==> src/rtl/pool_pkg.sv <==
// Shared definitions for the pooling window unit.
//   MODE_MAX / MODE_AVG : reduction mode encoding on the mode port.
//   state_t             : FSM encoding (ST_ACC accumulate, ST_RES result pending).
//   clog2 / pow2_ge2    : elaboration-time helpers for sizing and legality checks.
package pool_pkg;
   localparam logic MODE_MAX = 1'b0;
   localparam logic MODE_AVG = 1'b1;

   typedef enum logic {ST_ACC = 1'b0, ST_RES = 1'b1} state_t;

   function automatic int clog2(input int v);
      int r;
      r = 0;
      while ((1 << r) < v) r++;
      return r;
   endfunction

   function automatic bit pow2_ge2(input int k);
      return (k >= 2) && ((k & (k - 1)) == 0);
   endfunction
endpackage

==> src/rtl/pool_acc.sv <==
// Window accumulator datapath: running signed max and running sum.
//   clk, rst : clock and synchronous active-high reset
//   load     : start a window with data
//   step     : fold data into the running max/sum
//   fin      : last sample; accumulators return to zero
//   mode     : latched window mode selecting what result reports
//   data     : incoming signed sample
//   result   : final reduction including the current data sample
module pool_acc
   import pool_pkg::*;
#(
   parameter int DATA_W = 8,
   parameter int CNT_W  = 2
) (
   input  logic                     clk,
   input  logic                     rst,
   input  logic                     load,
   input  logic                     step,
   input  logic                     fin,
   input  logic                     mode,
   input  logic signed [DATA_W-1:0] data,
   output logic signed [DATA_W-1:0] result
);
   localparam int SUM_W = DATA_W + CNT_W;

   logic signed [DATA_W-1:0] acc_max, nxt_max;
   logic signed [SUM_W-1:0]  acc_sum, nxt_sum, data_ext;

   assign data_ext = {{CNT_W{data[DATA_W-1]}}, data};
   // Ties keep the accumulator.
   assign nxt_max  = (acc_max >= data) ? acc_max : data;
   assign nxt_sum  = acc_sum + data_ext;

   // Floor average: the low DATA_W bits of (nxt_sum >>> CNT_W) are exactly
   // the top DATA_W bits of nxt_sum, and the mean always fits DATA_W.
   assign result = (mode == MODE_AVG) ? nxt_sum[CNT_W +: DATA_W] : nxt_max;

   always_ff @(posedge clk) begin
      if (rst || fin) begin
         acc_max <= '0;
         acc_sum <= '0;
      end else if (load) begin
         acc_max <= data;
         acc_sum <= data_ext;
      end else if (step) begin
         acc_max <= nxt_max;
         acc_sum <= nxt_sum;
      end
   end
endmodule

==> src/rtl/pool_window_unit.sv <==
// Streaming POOL_K x POOL_K pooling reducer (max or floor-average).
//   clk, rst   : clock, synchronous active-high reset
//   clear      : abort partial window (ACC) or drop pending result (RES)
//   mode       : 0 max, 1 average; latched with the first sample of a window
//   in_valid / in_ready / in_data    : sample handshake
//   out_valid / out_ready / out_data : result handshake
//   busy       : partial window held or result pending
module pool_window_unit
   import pool_pkg::*;
#(
   parameter  int DATA_W = 8,
   parameter  int POOL_K = 2,
   localparam int N      = POOL_K * POOL_K,
   localparam int CNT_W  = clog2(N)
) (
   input  logic                     clk,
   input  logic                     rst,
   input  logic                     clear,
   input  logic                     mode,
   input  logic                     in_valid,
   output logic                     in_ready,
   input  logic signed [DATA_W-1:0] in_data,
   output logic                     out_valid,
   input  logic                     out_ready,
   output logic signed [DATA_W-1:0] out_data,
   output logic                     busy
);
   if (!pow2_ge2(POOL_K)) begin : g_bad_k
      $error("pool_window_unit: POOL_K must be a power of two >= 2");
   end

   state_t                   state, state_nxt;
   logic [CNT_W-1:0]         count;
   logic                     mode_q;
   logic                     take, first, last, done;
   logic signed [DATA_W-1:0] result;

   // A sample presented during clear is dropped.
   assign take  = in_valid && in_ready && !clear;
   assign first = take && (count == '0);
   assign last  = take && (count == CNT_W'(N - 1));
   assign done  = out_valid && out_ready;
   assign busy  = (count != '0) || (state == ST_RES);

   always_ff @(posedge clk) begin
      if (rst) state <= ST_ACC;
      else     state <= state_nxt;
   end

   always_comb begin
      state_nxt = state;
      in_ready  = 1'b0;
      out_valid = 1'b0;
      case (state)
         ST_ACC: begin
            in_ready = 1'b1;
            if (last) state_nxt = ST_RES;
         end
         ST_RES: begin
            out_valid = 1'b1;
            if (clear || done) state_nxt = ST_ACC;
         end
         default: state_nxt = ST_ACC;
      endcase
   end

   always_ff @(posedge clk) begin
      if (rst) begin
         count    <= '0;
         mode_q   <= MODE_MAX;
         out_data <= '0;
      end else begin
         if ((clear && state == ST_ACC) || last) count <= '0;
         else if (take)                          count <= count + 1'b1;
         if (first) mode_q   <= mode;
         if (last)  out_data <= result;
      end
   end

   pool_acc #(.DATA_W(DATA_W), .CNT_W(CNT_W)) u_acc (
      .clk    (clk),
      .rst    (rst),
      .load   (first),
      .step   (take && !first && !last),
      .fin    (last),
      .mode   (mode_q),
      .data   (in_data),
      .result (result)
   );
endmodule

==> config.mk <==
export PLATFORM = sky130hd
export DESIGN_NAME = pool_window_unit
export DESIGN_NICKNAME = d
export VERILOG_FILES = /design/src/rtl/pool_pkg.sv /design/src/rtl/pool_acc.sv /design/src/rtl/pool_window_unit.sv
export SDC_FILE = /design/constraint.sdc
export NUM_CORES = 1
export LEC_CHECK = 0
export CORE_UTILIZATION = 63
export CTS_CLUSTER_DIAMETER = 200
export DETAILED_ROUTE_END_ITERATION = 8
export DONT_BUFFER_PORTS = 1
export PLACE_DENSITY_LB_ADDON = 0.15
export SYNTH_ARGS = -nofsm -noshare
export SYNTH_HDL_FRONTEND = slang
export SYNTH_SLANG_ARGS = --single-unit
==> constraint.sdc <==
create_clock -name clk -period 2.73 [get_ports clk]
set_input_delay 0.1365 -clock clk [delete_from_list [all_inputs] [get_ports clk]]
set_output_delay 0.1365 -clock clk [all_outputs]
set_load 0.005 [all_outputs]
Word level (Yosys, flattened, before mapping)
Index checks and enable logic that the tools add are counted.
{ "word_totals": {"elab_cells": 41, "register_bits": 30, "input_bits": 14} }
{ "classes": {"reduce_logical": 19, "muxes": 11, "addsub": 2, "eq_ne": 1, "n_bitwise": 1, "magnitude_cmp": 1} }
{ "op_table": {"columns": ["operator", "n"], "rows": [
  ["$mux 8", 4],
  ["$mux 10", 2],
  ["$add 10x8->10", 1],
  ["$ge 8x8->1", 1],
  ["$logic_and 1x1->1", 8],
  ["$logic_or 1x1->1", 4],
  ["$mux 1", 4],
  ["$reduce_bool 2->1", 2],
  ["$logic_not 1->1", 3],
  ["$add 2x1->2 const B", 1],
  ["$eq 2x2->1 const B", 1],
  ["$logic_not 2->1", 1],
  ["$pmux 1 s2", 1],
  ["$reduce_or 2->1", 1],
  ["$not 1->1", 1]
]} }

Depth between registers and ports, before layout
Gate-level depths: netlist of the first run.
{ "logic_depth": {"word_depth": 9, "ltp_mapped": 8, "depth_no_buf": 8} }

Hierarchy
From an unflattened synthesis of the first run, not the netlist that was laid out.
{ "unflattened": {"cells_unflattened": 252, "area_unflattened_um2": 2163.3} }
{ "by_module_without_submodules": {"columns": ["mod", "area_per_inst_um2", "instances", "cells_each"], "rows": [
  ["pool_acc", 1594.0, 1, 191],
  ["pool_window_unit", 569.3, 1, 61]
]} }

Worst setup path before layout of the first run
OpenSTA, ideal clock, no wires.
{ "synth_path": {"path_type": "register -> register", "start": "register u_acc.acc_sum[0]", "end": "register out_data[6]", "stages_incl_launch_ff": 9, "path_buffers": 0, "setup_slack_ns": 0.721, "arrival_time_ns": 1.875, "required_time_ns": 2.596, "cell_sequence": "dfxtp_1 -> ha_1 -> fa_1 -> a21o_1 -> a221o_1 -> nor3_1 -> o21bai_1 -> xnor2_1 -> o221ai_1"} }
{ "synth_between": {"elab_chain_cells": 2} }
{ "synth_lines": {"columns": ["item", "line_no", "source"], "rows": [
  ["start, declared", "pool_acc.sv:27", "logic signed [SUM_W-1:0] acc_sum, nxt_sum, data_ext;"],
  ["start signal, assigned", "pool_acc.sv:44", "acc_sum <= data_ext;"],
  ["start signal, assigned", "pool_acc.sv:47", "acc_sum <= nxt_sum;"],
  ["$add 10x8->10", "pool_acc.sv:32", "assign nxt_sum = acc_sum + data_ext;"],
  ["$mux 8", "pool_acc.sv:36", "assign result = (mode == MODE_AVG) ? nxt_sum[CNT_W +: DATA_W] : nxt_max;"],
  ["end signal, assigned", "pool_window_unit.sv:76", "if (last) out_data <= result;"],
  ["end, declared", "pool_window_unit.sv:25", "output logic signed [DATA_W-1:0] out_data,"]
]} }
No other way between the ends.
A chain may end at the register's enable or synchronous reset.

Worst setup path in the final report of the first run
Same ends and word-level chain as after synthesis.

==> results of run 1 <==
-- metrics by stage --
stage	utilization, %	area (sq um)
after floorplan	-	1850
after global placement	67.3	1870
after detailed placement	67.3	1870
after CTS	71.3	1980
after global routing	71.3	1980
final	71.3	1980
-- sequential cells by signal (all words and copies together), names as in the netlist --
signal,cells
count,2
mode_q,1
u_acc.acc_sum,10
state,1
u_acc.acc_max,8
out_data,8
-- critical path: cells and delay by family (launching register included) --
kind	cells	cell delay [ps]
DFF	1	320
AOI/OAI and AO/OA	4	780
xor gates and xnor gates	1	190
adders and majority gates	2	600
and+or+nand+nor	1	150
-- kinds of logic after synthesis --
logic type               after synthesis  synth area share, %
AO/OA/AOI/OAI                         71                 26.6
AND/OR/NAND/NOR                       51                 13.0
flip-flops                            30                 32.4
buffers and inverters                 21                 4.39
adder cells (fa/ha/maj)               20                 13.9
multiplexers                          10                 5.41
XOR/XNOR                               9                 4.26
-- layout by cell type, fill, tap and decap left out, drive strengths merged, types with 2 or more instances in the layout --
cell,netlist,layout
dfxtp,30,30
ha,19,19
a21oi,17,17
nor2,16,16
inv,13,13
nand2,13,13
a22oi,12,12
o22ai,11,11
mux2i,10,10
o21ai,10,10
clkbuf,5,7
nor3,6,6
xnor2,5,5
nand3,5,5
o221ai,5,5
dlygate4sd3,0,5
xor2,4,4
a21o,3,3
nand2b,2,2
a222oi,2,2
nor2b,2,2
o221a,2,2
a31oi,2,2
and3,2,2
buf,3,2
-- path summary, 6_finish.rpt --
path / cells past startpoint / start / end / slack (ps)
min reg2reg: 2 / out_data[6] / out_data[6] / 510
min: 2 / in_data[2] / u_acc.acc_sum[2] / 20
max reg2reg: 8 / u_acc.acc_sum[0] / out_data[6] / 580
max: 8 / u_acc.acc_sum[0] / out_data[6] / 580
-- layer usage --
| metal | up-vias | part of all wire (%) | global-route usage, % |
|---|---|---|---|
| met5 | - | 0 | 0 |
| li1 | 810 | - | - |
| met4 | 0 | 1.8 | 12.2 |
| met3 | 10 | 7.4 | 8.84 |
| met1 | 848 | 42 | 42.2 |
| met2 | 65 | 49 | 51.4 |
-- final cells by class --
class,count,area (sq um),share of cell area [%]
Clock inverter,1,5.00,0.252
Clock buffer,7,55.1,2.78
Inverter,13,48.8,2.46
Tap cell,31,38.8,1.96
Multi-Input combinational cell,161,1170,59.0
Timing Repair Buffer,7,65.1,3.28
Sequential cell,30,601,30.3
-- power by group --
part / switching [mW] / total (mW) / internal [mW] / leakage (nW)
Sequential: 0.0136 / 0.469 / 0.455 / 0.244
Clock: 0.165 / 0.290 / 0.125 / 0.0353
Combinational: 0.133 / 0.232 / 0.0990 / 0.559
==> impl_metrics.json, run 1 <==
{
  "outcome": "complete, no violations",
  "clock-root-buffer": "sky130_fd_sc_hd__clkbuf_4",
  "final.min_clock_period_ps": 2150,
  "gp_weighted_congestion": 0.911,
  "yosys.cell_types.count": 41,
  "mean_instance_size_in_the_synthesized_netlist_sq_um": 8.73,
  "ios": 25,
  "cts_hold_repair.buffers": 5,
  "critical_path_cell_by_cell": "ha_1 -> fa_1 -> a21o_1 -> a221o_1 -> nor3_1 -> o21bai_1 -> xnor2_1 -> o221ai_1",
  "max_cap_violations": 0,
  "yosysWarnings": 0,
  "synth_top_cells_by_area": "sky130_fd_sc_hd__dfxtp_1 (32%), sky130_fd_sc_hd__ha_1 (13%), sky130_fd_sc_hd__mux2i_1 (5.4%)",
  "pre_cts_slack_ps": 579,
  "yosysSeqAreaShare_pct": 32.4,
  "synth_edf_count": 0,
  "final_min_period_over_clock_period_pct": 78.8,
  "worst_case_headroom_to_the_max_slew_limit_pct": 50.2,
  "portBuffers": 0,
  "wire_length_of_the_first_global_routing_pass_um": 7760,
  "coreArea_sq_mm": 0.00278,
  "endpoint_required_time_on_the_critical_path_ps": 2960,
  "post-cts-setup-buffers": 0,
  "areaGrowthSynthToFinish_pct": 7.09,
  "vdd_drop_max_mv": 0.416,
  "routed_wl_um": 4710,
  "fp.dieArea_sq_mm": 0.00316,
  "hold-worst-slack_ps": 16.4,
  "antenna_cells": 0,
  "cts.clk_slew.worst_paths_ps": 100,
  "final-setup-viol-count": 0,
  "worstSetupEndpointType": "flop",
  "pwr_dens_mw_per_mm2": 499,
  "placed_cell_count": 237,
  "die_height_um": 56.2,
  "synth_top_cell_by_area": "sky130_fd_sc_hd__dfxtp_1",
  "tritoncts": "yes",
  "die-width_um": 56.2,
  "finish.cell_count_without_fillers": 250,
  "numCtsBuffers": 5,
  "vias_per_std_cell": 6.93,
  "drv_slew": 0,
  "leakage_nw": 0.839,
  "synth_ff_type": "sky130_fd_sc_hd__dfxtp_1",
  "clk_path_buf_depth": 2,
  "nNetsFinal": 252,
  "min-delay-path-class": "input pin to flop",
  "synth.top_cell.area_share_pct": 32.4,
  "setup.worst_path.class": "flop to flop",
  "timing.clock.skew_ps": 14.7,
  "cp.arrival_ps": 2390,
  "max_freq_ghz": 0.465,
  "dp.final_hpwl_um": 3480,
  "grt_antenna_before_repair": 0,
  "drt_drc_violations_left": 0,
  "worst_slew_pin_slew_ps": 748,
  "crit_path_start_kind": "flop",
  "track_usage_pct": 32.4,
  "rsz0062_at_grt": "false",
  "htree_levels": 2,
  "drt_first_iter_violations": 131,
  "synth.most_common_cell": "sky130_fd_sc_hd__dfxtp_1",
  "placement_rows": 19,
  "path_max_fanout": 2,
  "largest_net_degree_at_the_start_of_global_routing": 18,
  "cts_resized": 0,
  "layout-drive-gt1-share_pct": 7.31,
  "synthTopCellsByCount": "sky130_fd_sc_hd__dfxtp_1 (30), sky130_fd_sc_hd__ha_1 (19), sky130_fd_sc_hd__a21oi_1 (16)",
  "synth_register_bits": 30,
  "wl_per_cell_um": 18.8,
  "power_mw": 0.990,
  "syn_area_sq_mm": 0.00185,
  "ys_async_sr_fraction_pct": 0,
  "routed-via-count": 1733,
  "globalRoute.totalOverflow": 0,
  "final.fill_count": 233,
  "drt_pre_antenna_iters": 4,
  "finalHoldViolations": 0,
  "fin_tns_setup_ps": 0,
  "cpMaxStageDelayCell": "sky130_fd_sc_hd__fa_1",
  "effective_utilization_at_floorplan_pct": 66.6,
  "setup_slack_ps": 578,
  "cp_slowest_stage_delay_ps": 400,
  "first_global_vias": 1617,
  "worst_skew_pair.late_latency_ps": 350,
  "cts_num_sinks": 30,
  "synth_fp_nets": 246,
  "syn-instance-count": 212,
  "ant_nets": 0
}
Power figures use the tool's default switching activity.
==> run 2, diff against run 1 <==
==> constraint.sdc (replaced) <==
create_clock -name clk -period 2.1 [get_ports clk]
set_input_delay 0.105 -clock clk [delete_from_list [all_inputs] [get_ports clk]]
set_output_delay 0.105 -clock clk [all_outputs]
set_load 0.005 [all_outputs]
==> impl_metrics.json, run 2 (synthesized netlist as in run 1, its figures left out) <==
{
  "clock-root-buffer": "sky130_fd_sc_hd__clkbuf_4",
  "drv_slew": 0,
  "pre_cts_slack_ps": -63.6,
  "setup.worst_path.class": "flop to flop",
  "final.min_clock_period_ps": 2040,
  "worstSetupEndpointType": "flop",
  "hold-worst-slack_ps": -1.61,
  "numCtsBuffers": 5,
  "finish.cell_count_without_fillers": 264,
  "endpoint_required_time_on_the_critical_path_ps": 2340,
  "areaGrowthSynthToFinish_pct": 16.3,
  "largest_reg_flops": 10,
  "postPlaceCellArea_sq_mm": 0.00190,
  "vias_per_std_cell": 6.88,
  "setup_slack_ps": 60.7,
  "globalRoute.totalOverflow": 0,
  "final.fill_count": 202,
  "antenna_cells": 0,
  "vdd_drop_max_mv": 0.573,
  "final_cell_mix": "sky130_fd_sc_hd__dfxtp_1 (28), sky130_fd_sc_hd__ha_1 (18), sky130_fd_sc_hd__nor2_1 (15), sky130_fd_sc_hd__a21oi_1 (15)",
  "largest_registers": "u_acc.acc_sum x10, out_data x8, u_acc.acc_max x8",
  "crit_path_start_kind": "flop",
  "final-setup-viol-count": 0,
  "ant_nets": 0,
  "final_common_cell": "sky130_fd_sc_hd__dfxtp_1",
  "coreArea_sq_mm": 0.00278,
  "worst_slew_pin_slew_ps": 599,
  "rsz0062_at_grt": "true",
  "die-width_um": 56.2,
  "final_min_period_over_clock_period_pct": 97.1,
  "effective_utilization_at_floorplan_pct": 66.6,
  "min-delay-path-class": "input pin to flop",
  "drt_drc_violations_left": 0,
  "routed_wl_um": 5150,
  "max_cap_violations": 0,
  "largest_net_degree_at_the_start_of_global_routing": 18,
  "max_freq_ghz": 0.490,
  "clk_path_buf_depth": 2,
  "fp.dieArea_sq_mm": 0.00316,
  "wl_per_cell_um": 19.5,
  "finalHoldViolations": 1,
  "cts_num_sinks": 30,
  "layout-drive-gt1-share_pct": 14.2,
  "placement_rows": 19,
  "die_height_um": 56.2,
  "cp.arrival_ps": 2280,
  "wire_length_of_the_first_global_routing_pass_um": 8370,
  "max_flop_register": "u_acc.acc_sum",
  "drt_first_iter_violations": 163,
  "routed-via-count": 1817,
  "path_max_fanout": 2,
  "pwr_dens_mw_per_mm2": 617,
  "gp_weighted_congestion": 0.927,
  "timing.clock.skew_ps": 13.3,
  "layout.cell_area.non_filler_sq_mm": 0.00215,
  "post-route-util_pct": 77.4,
  "cts.clk_slew.worst_paths_ps": 100,
  "tritoncts": "yes",
  "portBuffers": 0,
  "outcome": "finished with violations",
  "grt_antenna_before_repair": 0,
  "nNetsFinal": 266,
  "placed_cell_count": 240,
  "drt_pre_antenna_iters": 5,
  "first_global_vias": 1782,
  "htree_levels": 2,
  "dp.final_hpwl_um": 3540,
  "ios": 25,
  "worst_case_headroom_to_the_max_slew_limit_pct": 59.7,
  "track_usage_pct": 34.9,
  "violations_in_the_final_reports": "hold timing",
  "worst_skew_pair.late_latency_ps": 340,
  "leakage_nw": 0.913
}
## run 2: changes by cell type in the layout (fill, tap and decap cells not counted), sizes merged
cell         before  now
dlygate4sd3       5   12
buf               2    9
## run 2: area by class of cell
cell class	count	area, sq um	share of cell area, %
Sequential cell	30	603	28.0
Tap cell	31	38.8	1.80
Timing Repair Buffer	21	188	8.72
Clock buffer	7	55.1	2.56
Multi-Input combinational cell	161	1210	56.4
Clock inverter	1	5.00	0.232
Inverter	13	48.8	2.27
## run 2: metrics by stage
step	power, mW	TNS, ps
floorplan	0.847	0
global placement	0.897	0
detailed placement	0.913	-88.6
CTS	1.31	-61.4
global route	1.39	-145
finish	1.33	0
## run 2: critical path, cell delays in order, from the launching register on
cell	delay, ps
sky130_fd_sc_hd__dfxtp_2	340
sky130_fd_sc_hd__ha_4	160
sky130_fd_sc_hd__fa_2	330
sky130_fd_sc_hd__a21o_1	190
sky130_fd_sc_hd__a221o_1	350
sky130_fd_sc_hd__nor2_2	140
sky130_fd_sc_hd__xnor2_2	90
sky130_fd_sc_hd__a222oi_1	290
sky130_fd_sc_hd__nor2_1	60
## run 2: path summary, 6_finish.rpt
kind / from / end / slack, ps / depth (start not counted)
hold reg to reg: out_data[0] / out_data[0] / 510 / 2
setup / recovery: u_acc.acc_sum[0] / u_acc.acc_sum[6] / 60 / 8
hold / removal: in_data[2] / u_acc.acc_max[2] / -2 / 2
setup reg to reg: u_acc.acc_sum[0] / u_acc.acc_sum[6] / 60 / 8
## run 2: report_power, final
group,internal [mW],leakage [nW],switching [mW]
Sequential,0.593,0.245,0.0179
Combinational,0.165,0.633,0.190
Clock,0.162,0.0353,0.203
## run 2: layer usage
metal	routed length [um]	vias to the layer above	share of wire [%]	GRT usage, %
li1	-	838	-	-
met1	2130	877	41	43.7
met2	2500	83	48	57.1
met3	412	19	8.0	9.07
met4	116	0	2.3	14.3
met5	0	-	0	0
## run 2: repair_timing
item                       CTS  global route
setup buffers                3             1
pin swaps                    7             5
cloned                       0             0
hold buffers                11             1
hold endpoints to repair    13             1
setup endpoints to repair    5             8
resized for setup            4             7
==> run 3, diff against run 2 <==
--- a/config.mk
+++ b/config.mk
@@ -5,11 +5,11 @@
 export SDC_FILE = /design/constraint.sdc
 export NUM_CORES = 1
 export LEC_CHECK = 0
-export CORE_UTILIZATION = 63
+export CORE_UTILIZATION = 67
 export CTS_CLUSTER_DIAMETER = 200
 export DETAILED_ROUTE_END_ITERATION = 8
 export DONT_BUFFER_PORTS = 1
-export PLACE_DENSITY_LB_ADDON = 0.15
+export PLACE_DENSITY = 0.83
 export SYNTH_ARGS = -nofsm -noshare
 export SYNTH_HDL_FRONTEND = slang
 export SYNTH_SLANG_ARGS = --single-unit
==> constraint.sdc (replaced) <==
create_clock -name clk -period 2.64 [get_ports clk]
set_input_delay 0.132 -clock clk [delete_from_list [all_inputs] [get_ports clk]]
set_output_delay 0.132 -clock clk [all_outputs]
set_load 0.005 [all_outputs]
==> impl_metrics.json, run 3 (synthesized netlist as in run 1, its figures left out) <==
{
  "coreArea_sq_mm": 0.00254,
  "grt_use_met1_pct": 40.9,
  "postPlaceCellArea_sq_mm": 0.00187,
  "die-width_um": 54.6,
  "switching_share_pct": 28.9,
  "switching_power_mw": 0.313,
  "wire_length_of_the_first_global_routing_pass_um": 6820,
  "vias_per_std_cell": 6.88,
  "placement_rows": 18,
  "layout-drive-gt1-share_pct": 7.76,
  "cts_resized": 0,
  "final.min_clock_period_ps": 2260,
  "worst_skew_pair.late_latency_ps": 330,
  "pre_cts_slack_ps": 476,
  "areaGrowthSynthToFinish_pct": 7.97,
  "max_cap_violations": 0,
  "layout.cell_area.non_filler_sq_mm": 0.00200,
  "nNetsFinal": 252,
  "setup_slack_ps": 377,
  "power.combinational.fraction_pct": 22.0,
  "fin_tns_setup_ps": 0,
  "max_flop_register": "u_acc.acc_sum",
  "antenna_cells": 0,
  "max_freq_ghz": 0.442,
  "tritoncts": "yes",
  "worstSetupEndpointType": "flop",
  "pwr_dens_mw_per_mm2": 541,
  "crit_path_start_kind": "flop",
  "outcome": "complete, no violations",
  "final_min_period_over_clock_period_pct": 85.7,
  "path_max_fanout": 11,
  "rsz0062_at_grt": "false",
  "numCtsBuffers": 5,
  "routed_wl_um": 4570,
  "vdd_drop_max_mv": 0.412,
  "routed-via-count": 1713,
  "min-delay-path-class": "input pin to flop",
  "final_cell_mix": "sky130_fd_sc_hd__dfxtp_1 (30), sky130_fd_sc_hd__ha_1 (19), sky130_fd_sc_hd__a21oi_1 (16)",
  "share_seq_of_total_power_pct": 44.8,
  "grt_antenna_before_repair": 0,
  "largest_net_degree_at_the_start_of_global_routing": 18,
  "ant_nets": 0,
  "drt_pre_antenna_iters": 4,
  "clock-root-buffer": "sky130_fd_sc_hd__clkbuf_4",
  "largest_reg_flops": 10,
  "layer_with_the_highest_usage": "met2",
  "drt_drc_violations_left": 0,
  "leakage_nw": 0.848,
  "worst_case_headroom_to_the_max_slew_limit_pct": 51.7,
  "gp_weighted_congestion": 0.860,
  "setup.worst_path.class": "flop to flop",
  "wl_per_cell_um": 18.3,
  "first_global_vias": 1512,
  "clock_share_of_power_pct": 33.2,
  "track_usage_pct": 33.6,
  "final.fill_count": 188,
  "gr-usage-met2_pct": 57.7,
  "worstHoldPathCells": 2,
  "drt_first_iter_violations": 79,
  "effective_utilization_at_floorplan_pct": 72.8,
  "r2r.worst_path.cells": 8,
  "ios": 25,
  "cts_num_sinks": 30,
  "largest_registers": "u_acc.acc_sum x10, out_data x8, u_acc.acc_max x8",
  "fp.dieArea_sq_mm": 0.00298,
  "cp.arrival_ps": 2480,
  "htree_levels": 2,
  "clk_path_buf_depth": 2,
  "endpoint_required_time_on_the_critical_path_ps": 2860,
  "die_height_um": 54.6,
  "hold-worst-slack_ps": 19.7,
  "timing.clock.skew_ps": 10.6,
  "cts.clk_slew.worst_paths_ps": 90,
  "dp.final_hpwl_um": 3360,
  "use_met3_pct": 9.44,
  "internal_power_mw": 0.769,
  "final-setup-viol-count": 0,
  "final_common_cell": "sky130_fd_sc_hd__dfxtp_1",
  "worst_slew_pin_slew_ps": 724,
  "globalRoute.totalOverflow": 0,
  "portBuffers": 0,
  "drv_slew": 0,
  "finalHoldViolations": 0
}
## run 3: changes by cell type in the layout (fill, tap and decap cells not counted), moves of 2 or more
cell	delta
sky130_fd_sc_hd__dfxtp_1	+2
sky130_fd_sc_hd__dlygate4sd3_1	-7
sky130_fd_sc_hd__dfxtp_2	-2
sky130_fd_sc_hd__mux2i_1	+2
sky130_fd_sc_hd__mux2i_2	-2
sky130_fd_sc_hd__buf_4	-7
## run 3: final cells by class
| cell class | instances | area (sq um) | share of cell area [%] |
|---|---|---|---|
| clock buffer | 5 | 37.5 | 1.88 |
| tap | 30 | 37.5 | 1.88 |
| sequential | 30 | 601 | 30.0 |
| timing repair buffer | 7 | 65.1 | 3.25 |
| multi-input combinational | 161 | 1170 | 58.5 |
| clock inverter | 3 | 40.0 | 2.00 |
| inverter | 13 | 48.8 | 2.44 |
## run 3: critical path, stage by stage (launching register included)
cell and delay (ps):
sky130_fd_sc_hd__dfxtp_1 340, sky130_fd_sc_hd__inv_1 70, sky130_fd_sc_hd__ha_1 320, sky130_fd_sc_hd__inv_1 150, sky130_fd_sc_hd__nor2_1 190, sky130_fd_sc_hd__buf_4 240, sky130_fd_sc_hd__mux2i_1 210, sky130_fd_sc_hd__nor2_1 60
sky130_fd_sc_hd__dlygate4sd3_1 560
## run 3: per-stage QoR
stage	power [mW]	instances	util, %
2_1_floorplan	0.674	212	-
3_3_place_gp	0.710	236	73.5
3_5_place_dp	0.720	236	73.5
4_1_cts	1.09	249	78.6
5_1_grt	1.13	249	78.6
6_report	1.08	249	78.6
## run 3: per-layer routing
layer / share of wire, % / wire length [um] / vias up
li1: - / - / 802
met1: 42 / 1910 / 825
met2: 49 / 2220 / 78
met3: 8.1 / 370 / 8
met4: 1.4 / 63 / 0
met5: 0 / 0 / -
## run 3: worst paths after layout
check,endpoint,from,slack (ps)
worst min-delay path,u_acc.acc_max[0],in_data[0],20
worst max-delay path,mode_q,count[0],380
worst min register to register,out_data[0],out_data[0],500
worst max register to register,mode_q,count[0],380
## run 3: repair_timing
item	4_1_cts	5_1_grt
hold endpoints to repair	5	0
buffers inserted	0	0
hold buffers	5	0
## run 3: power by group through the flow
stage / combinational, mW / clock (mW) / sequential (mW)
finish: 0.238 / 0.360 / 0.485
global route: 0.258 / 0.388 / 0.487
CTS: 0.234 / 0.368 / 0.484
detailed placement: 0.226 / 0 / 0.494
global placement: 0.217 / 0 / 0.493
floorplan: 0.183 / 0 / 0.491
